`src/rtl/det_sched_pkg.sv`:
```
// Shared types and helpers for the round-robin three-ones detector scheduler.
package det_sched_pkg;

   typedef enum logic [1:0] {
      IDLE   = 2'd0,
      STREAM = 2'd1,
      DONE   = 2'd2
   } sched_st_t;

   typedef enum logic [1:0] {
      S0 = 2'd0,
      S1 = 2'd1,
      S2 = 2'd2
   } det_st_t;

   // Channel index width; never below one bit.
   function automatic int unsigned chw(input int unsigned n);
      return (n <= 2) ? 1 : $clog2(n);
   endfunction

endpackage

```
`src/rtl/ones_det_core.sv`:
```
// Overlapping Mealy detector for three consecutive 1s; state counts trailing 1s.
module ones_det_core
   import det_sched_pkg::*;
(
   input  logic clk,
   input  logic rst,
   input  logic clr,
   input  logic vld,
   input  logic x,
   output logic z
);

   det_st_t st, st_nxt;

   always_ff @(posedge clk or posedge rst) begin
      if (rst) st <= S0;
      else     st <= st_nxt;
   end

   always_comb begin
      st_nxt = st;
      z      = 1'b0;
      if (clr) begin
         st_nxt = S0;
      end else if (vld) begin
         z = x && (st == S2);
         if (!x) begin
            st_nxt = S0;
         end else begin
            case (st)
               S0:      st_nxt = S1;
               S1:      st_nxt = S2;
               default: st_nxt = S2;
            endcase
         end
      end
   end

endmodule

```
`src/rtl/det_rr_sched.sv`:
```
// Round-robin scheduler sharing one three-ones detector among N serial requesters.
// Optional idle timeout in STREAM enabled by defining SCHED_TIMEOUT_EN.
module det_rr_sched
   import det_sched_pkg::*;
#(
   parameter int unsigned N   = 4,
   parameter int unsigned CW  = 8,
   parameter int unsigned TMO = 16
) (
   input  logic                    clk,
   input  logic                    rst,
   input  logic [N-1:0]            req,
   input  logic [N-1:0]            bit_in,
   input  logic [N-1:0]            bit_vld,
   input  logic [N-1:0]            bit_last,
   output logic [N-1:0]            gnt,
   output logic                    z,
   output logic                    busy,
   output logic                    done,
   output logic [chw(N)-1:0]       done_ch,
   output logic [CW-1:0]           hit_cnt,
   output logic                    abort
);

   localparam int unsigned CHW = chw(N);
   localparam int unsigned SW  = CHW + 1;

   sched_st_t      st, st_nxt;
   logic [CHW-1:0] ch, ptr, pick;
   logic           pick_vld;
   logic [SW-1:0]  rr_idx;
   logic [CW-1:0]  cnt, cnt_nxt;
   logic           acc, abort_nxt, det_z;

   assign acc = (st == STREAM) && req[ch] && bit_vld[ch];
   assign z   = det_z;

   ones_det_core u_core (
      .clk (clk),
      .rst (rst),
      .clr (st == IDLE),
      .vld (acc),
      .x   (bit_in[ch]),
      .z   (det_z)
   );

`ifdef SCHED_TIMEOUT_EN
   localparam int unsigned TW = $clog2(TMO + 1);
   logic [TW-1:0] tmo_cnt;
   logic          tmo_hit;

   assign tmo_hit = !acc && (tmo_cnt == TW'(TMO - 1));

   // Counts consecutive STREAM cycles without an accepted bit.
   always_ff @(posedge clk or posedge rst) begin
      if (rst)                       tmo_cnt <= '0;
      else if (st != STREAM || acc)  tmo_cnt <= '0;
      else                           tmo_cnt <= tmo_cnt + TW'(1);
   end
`endif

   // First requester at or after the pointer, wrapping.
   always_comb begin
      pick     = '0;
      pick_vld = 1'b0;
      rr_idx   = '0;
      for (int unsigned i = 0; i < N; i++) begin
         rr_idx = {1'b0, ptr} + SW'(i);
         if (rr_idx >= SW'(N)) rr_idx = rr_idx - SW'(N);
         if (!pick_vld && req[rr_idx[CHW-1:0]]) begin
            pick     = rr_idx[CHW-1:0];
            pick_vld = 1'b1;
         end
      end
   end

   always_ff @(posedge clk or posedge rst) begin
      if (rst) st <= IDLE;
      else     st <= st_nxt;
   end

   always_comb begin
      st_nxt    = st;
      abort_nxt = 1'b0;
      cnt_nxt   = cnt;
      if (det_z && (cnt != '1)) cnt_nxt = cnt + CW'(1);
      case (st)
         IDLE: begin
            if (pick_vld) st_nxt = STREAM;
         end
         STREAM: begin
            if (!req[ch]) begin
               st_nxt    = DONE;
               abort_nxt = 1'b1;
            end else if (acc && bit_last[ch]) begin
               st_nxt = DONE;
`ifdef SCHED_TIMEOUT_EN
            end else if (tmo_hit) begin
               st_nxt    = DONE;
               abort_nxt = 1'b1;
`endif
            end
         end
         DONE:    st_nxt = IDLE;
         default: st_nxt = IDLE;
      endcase
   end

   always_ff @(posedge clk or posedge rst) begin
      if (rst) begin
         gnt     <= '0;
         ch      <= '0;
         ptr     <= '0;
         cnt     <= '0;
         busy    <= 1'b0;
         done    <= 1'b0;
         done_ch <= '0;
         hit_cnt <= '0;
         abort   <= 1'b0;
      end else begin
         busy    <= (st_nxt != IDLE);
         done    <= 1'b0;
         done_ch <= '0;
         hit_cnt <= '0;
         abort   <= 1'b0;
         cnt     <= (st == IDLE) ? '0 : cnt_nxt;
         if (st == IDLE && pick_vld) begin
            gnt <= N'(1) << pick;
            ch  <= pick;
         end
         if (st == STREAM && st_nxt == DONE) begin
            gnt     <= '0;
            done    <= 1'b1;
            done_ch <= ch;
            hit_cnt <= cnt_nxt;
            abort   <= abort_nxt;
         end
         if (st == DONE) ptr <= (ch == CHW'(N - 1)) ? '0 : ch + CHW'(1);
      end
   end

endmodule
```
`config.mk`:
```
export PLATFORM = sky130hd
export DESIGN_NAME = det_rr_sched
export DESIGN_NICKNAME = d
export VERILOG_FILES = /design/src/rtl/det_sched_pkg.sv /design/src/rtl/ones_det_core.sv /design/src/rtl/det_rr_sched.sv
export SDC_FILE = /design/constraint.sdc
export NUM_CORES = 1
export LEC_CHECK = 0
export BUFFER_PORTS_ARGS = -buffer_cell sky130_fd_sc_hd__buf_2
export CAP_MARGIN = 25
export CORE_ASPECT_RATIO = 1.2
export CORE_MARGIN = 4
export CORE_UTILIZATION = 36
export DETAILED_ROUTE_END_ITERATION = 10
export HOLD_SLACK_MARGIN = 0.05
export MAX_ROUTING_LAYER = met4
export SLEW_MARGIN = 20
export SYNTH_ARGS = -nofsm -noshare
export SYNTH_HDL_FRONTEND = slang
export SYNTH_SLANG_ARGS = --single-unit
```
`constraint.sdc`:
```
create_clock -name clk -period 2.4 [get_ports clk]
set_input_delay 0.72 -clock clk [delete_from_list [all_inputs] [get_ports clk]]
set_output_delay 0.72 -clock clk [all_outputs]
set_load 0.01 [all_outputs]
```
==> qor.yml <==
crit_family: "multiplexers"
grt_overflow: 0
p_per_area_nw_per_um2: 1023
p_clk_share_pct: 26.8
synth_warnings: 0
routedWlPerCell_um: 13.41
hold_class: "reg2reg"
die_w_um: 67.40
drc: 0
finalWirelength_mm: 3.218
slew_viol_final: 0
vias: 1196
required_ns: 1.68
grt_pass1_wl_mm: 5.547
insertion_delay_ns: 0.28
numCtsBuffers: 5
cts_tree: "yes"
start_util_pct: 38.06
area_growth_pct: 28.16
worst_pin_slew_ns: 0.4575
synth_cell_types: 34
ant_nets: 0
rsz0062_at_grt: "no"
ys_seq_elements: 33
status: "complete, no violations"
p_sw_share_pct: 33.53
routabilityCongestion: 0.8685
max-slew-margin-rel_pct: 69.39
dp_hpwl_mm: 2.388
total_power_mw: 1.997
worstSetupPathType: "in2out"
cp.arrival_ns: 1.65
antenna_cells: 0
syn_inst: 135
cts-htree-levels: 2
cap_violations: 0
fin_crit_sh_pct: 98.55
cts_root_buf: "clkbuf_8"
critPathBufInv: 3
p_int_mw: 1.327
nets: 205
syn_area_um2: 1524
first_pass_iters: 4
rows: 25
tns_ns: 0
switchingPower_uw: 669.7
postCtsHoldBufs: 0
slowest_delay_ns: 0.52
synth_nets: 155
setup_viol: 0
core_area_um2: 4004
numClockSinks: 33
p_leak_nw: 0.9397
worstPathMaxFanout: 4
finalClockSkew_ns: 0.005636
slowest_stage: "mux4_2"
clk_pin_slew_ns: 0.07
track_usage_pct: 14.17
combPwrFrac_pct: 33.9
p_seq_share_pct: 39.4
die_area_um2: 5343
drt_iter0_drc: 42
antenna_found_initial: 0
ys_seq_area_share_pct: 54.19
crit_path_start_kind: "input pin"
period_needed_ns: 2.365
hold_viol: 0
fin_util_pct: 48.78
clockBufferDepth: 2
cpMostUsedCell: "buf_2"
fmax_ghz: 0.4228
grt_pass1_vias: 1269
vias_per_cell: 4.983
vdd_ir_drop_max_v: 0.0005259
grt_max_degree: 34
ios: 36
die_y_um: 79.28
synth_area_per_cell_um2: 11.29
fillers: 408
setup.worst_path.end_class: "output port"
crit_chain: "buf_2 -> mux4_2 -> nand4_4 -> inv_1 -> buf_2"
drive_above_1_share_pct: 35.48
portBuffers: 35
-- synth_stat cells (all sizes together) --
master  instances  area [um2]
dfrtp          33       825.8
nor2           25       93.84
nand2          11       41.29
inv             6       22.52
xnor2           6       52.55
a21oi           5       25.02
nand2b          5       31.28
mux4            4       90.09
nor3            4       20.02
mux2i           3       30.03
nand3           3       15.01
nand4           3       33.78
and2            2       12.51
buf             2       16.26
ha              2       25.02
mux2            2       22.52
nor3b           2       15.01
nor4            2       25.02
o21ai           2       10.01
a21boi          1       7.510
a311o           1       10.01
a31o            1       8.760
a32o            1       10.01
clkbuf          1       3.750
nor4b           1       15.01
nor4bb          1       10.01
o2bb2a          1       10.01
o31ai           1       7.510
o32ai           1       8.760
o41ai           1       8.760
or3b            1       8.760
or4             1       7.510
-- through the flow --
stage | cells | area, um2 | setup WS (ns) | hold WS [ns]
2_1_floorplan | 135 | 1524 | 0.2049 | 0.4457
3_3_place_gp | 230 | 1814 | 0.04523 | 0.4658
3_5_place_dp | 230 | 1814 | 0.03264 | 0.4795
4_1_cts | 238 | 1932 | 0.01326 | 0.4864
5_1_grt | 240 | 1953 | 0.006621 | 0.5073
6_report | 240 | 1953 | 0.03468 | 0.4815
-- path summary, 6_finish.rpt --
path	cells after the start	slack (ns)	to	start
setup / recovery	5	0.03	z	req[3]
hold / removal	1	0.48	u_core.st[0]$_DFFE_PP0P_	u_core.st[1]$_DFFE_PP0P_
setup reg to reg	8	0.47	done_ch[0]$_DFF_PP0_	ch[0]$_DFFE_PP0P_
hold reg to reg	1	0.48	u_core.st[0]$_DFFE_PP0P_	u_core.st[1]$_DFFE_PP0P_
max in group asynchronous	3	1.57	ch[0]$_DFFE_PP0P_	rst
min in group asynchronous	3	0.51	gnt[3]$_DFFE_PP0P_	rst
-- kinds of logic (layout without fill, tap and decap cells) --
group	after synthesis	in the layout	synth area share, %
AO/OA/AOI/OAI	15	15	6.979
XOR/XNOR	6	6	3.448
adder cells (fa/ha/maj)	2	2	1.642
buffers and inverters	9	60	2.791
flip-flops	33	33	54.19
multiplexers	9	9	9.360
AND/OR/NAND/NOR	61	61	21.59
-- layout make-up --
class	instances	area [um2]	area share [%]
clock buffer	7	86.33	4.420
sequential	33	827.0	42.34
multi-input combinational	93	661.9	33.89
clock inverter	1	30.03	1.537
inverter	6	22.52	1.153
timing repair buffer	46	257.7	13.20
tap	54	67.56	3.459
-- metal layers --
layer | share of wire, % | GRT usage, %
met3 | 5.7 | 4.668
met1 | 42 | 15.38
met5 | 0 | -
met4 | 2.0 | 6.694
met2 | 50 | 23.11
-- state kept, by name, summed over array words and instances, names as in the netlist --
signal / cells
cnt: 8
hit_cnt: 8
gnt: 4
ch: 2
done_ch: 2
ptr: 2
st: 2
u_core.st: 2
abort: 1
busy: 1
done: 1
-- repair_timing --
action,CTS,global route
buffers inserted,0,2
gates cloned,0,0
gates resized for setup,1,1
pin swaps,0,0
setup endpoints to repair,1,1
-- cell usage in the layout (no fill, tap or decap), types with 2 or more instances in the layout --
| cell | count |
|---|---|
| buf_2 | 35 |
| a21oi_1 | 5 |
| nand2_1 | 11 |
| nand3_1 | 3 |
| o21ai_0 | 2 |
| buf_4 | 11 |
| clkbuf_8 | 6 |
| ha_1 | 2 |
| mux4_2 | 4 |
| nand2b_1 | 5 |
| nor3b_1 | 2 |
| nor3_1 | 4 |
| mux2i_1 | 3 |
| inv_1 | 6 |
| xnor2_1 | 6 |
| dfrtp_1 | 32 |
| nand4_1 | 2 |
| mux2_2 | 2 |
| nor2_1 | 25 |
| nor4_2 | 2 |
| and2_1 | 2 |
-- power groups by stage --
stage	Clock (mW)	Combinational (mW)	Sequential, mW
after floorplan	0	0.435	0.783
after global placement	0	0.634	0.792
after detailed placement	0	0.647	0.797
after CTS	0.549	0.652	0.790
after global routing	0.575	0.755	0.805
final	0.534	0.677	0.786
No activity file was read; power rests on OpenSTA's default activity.
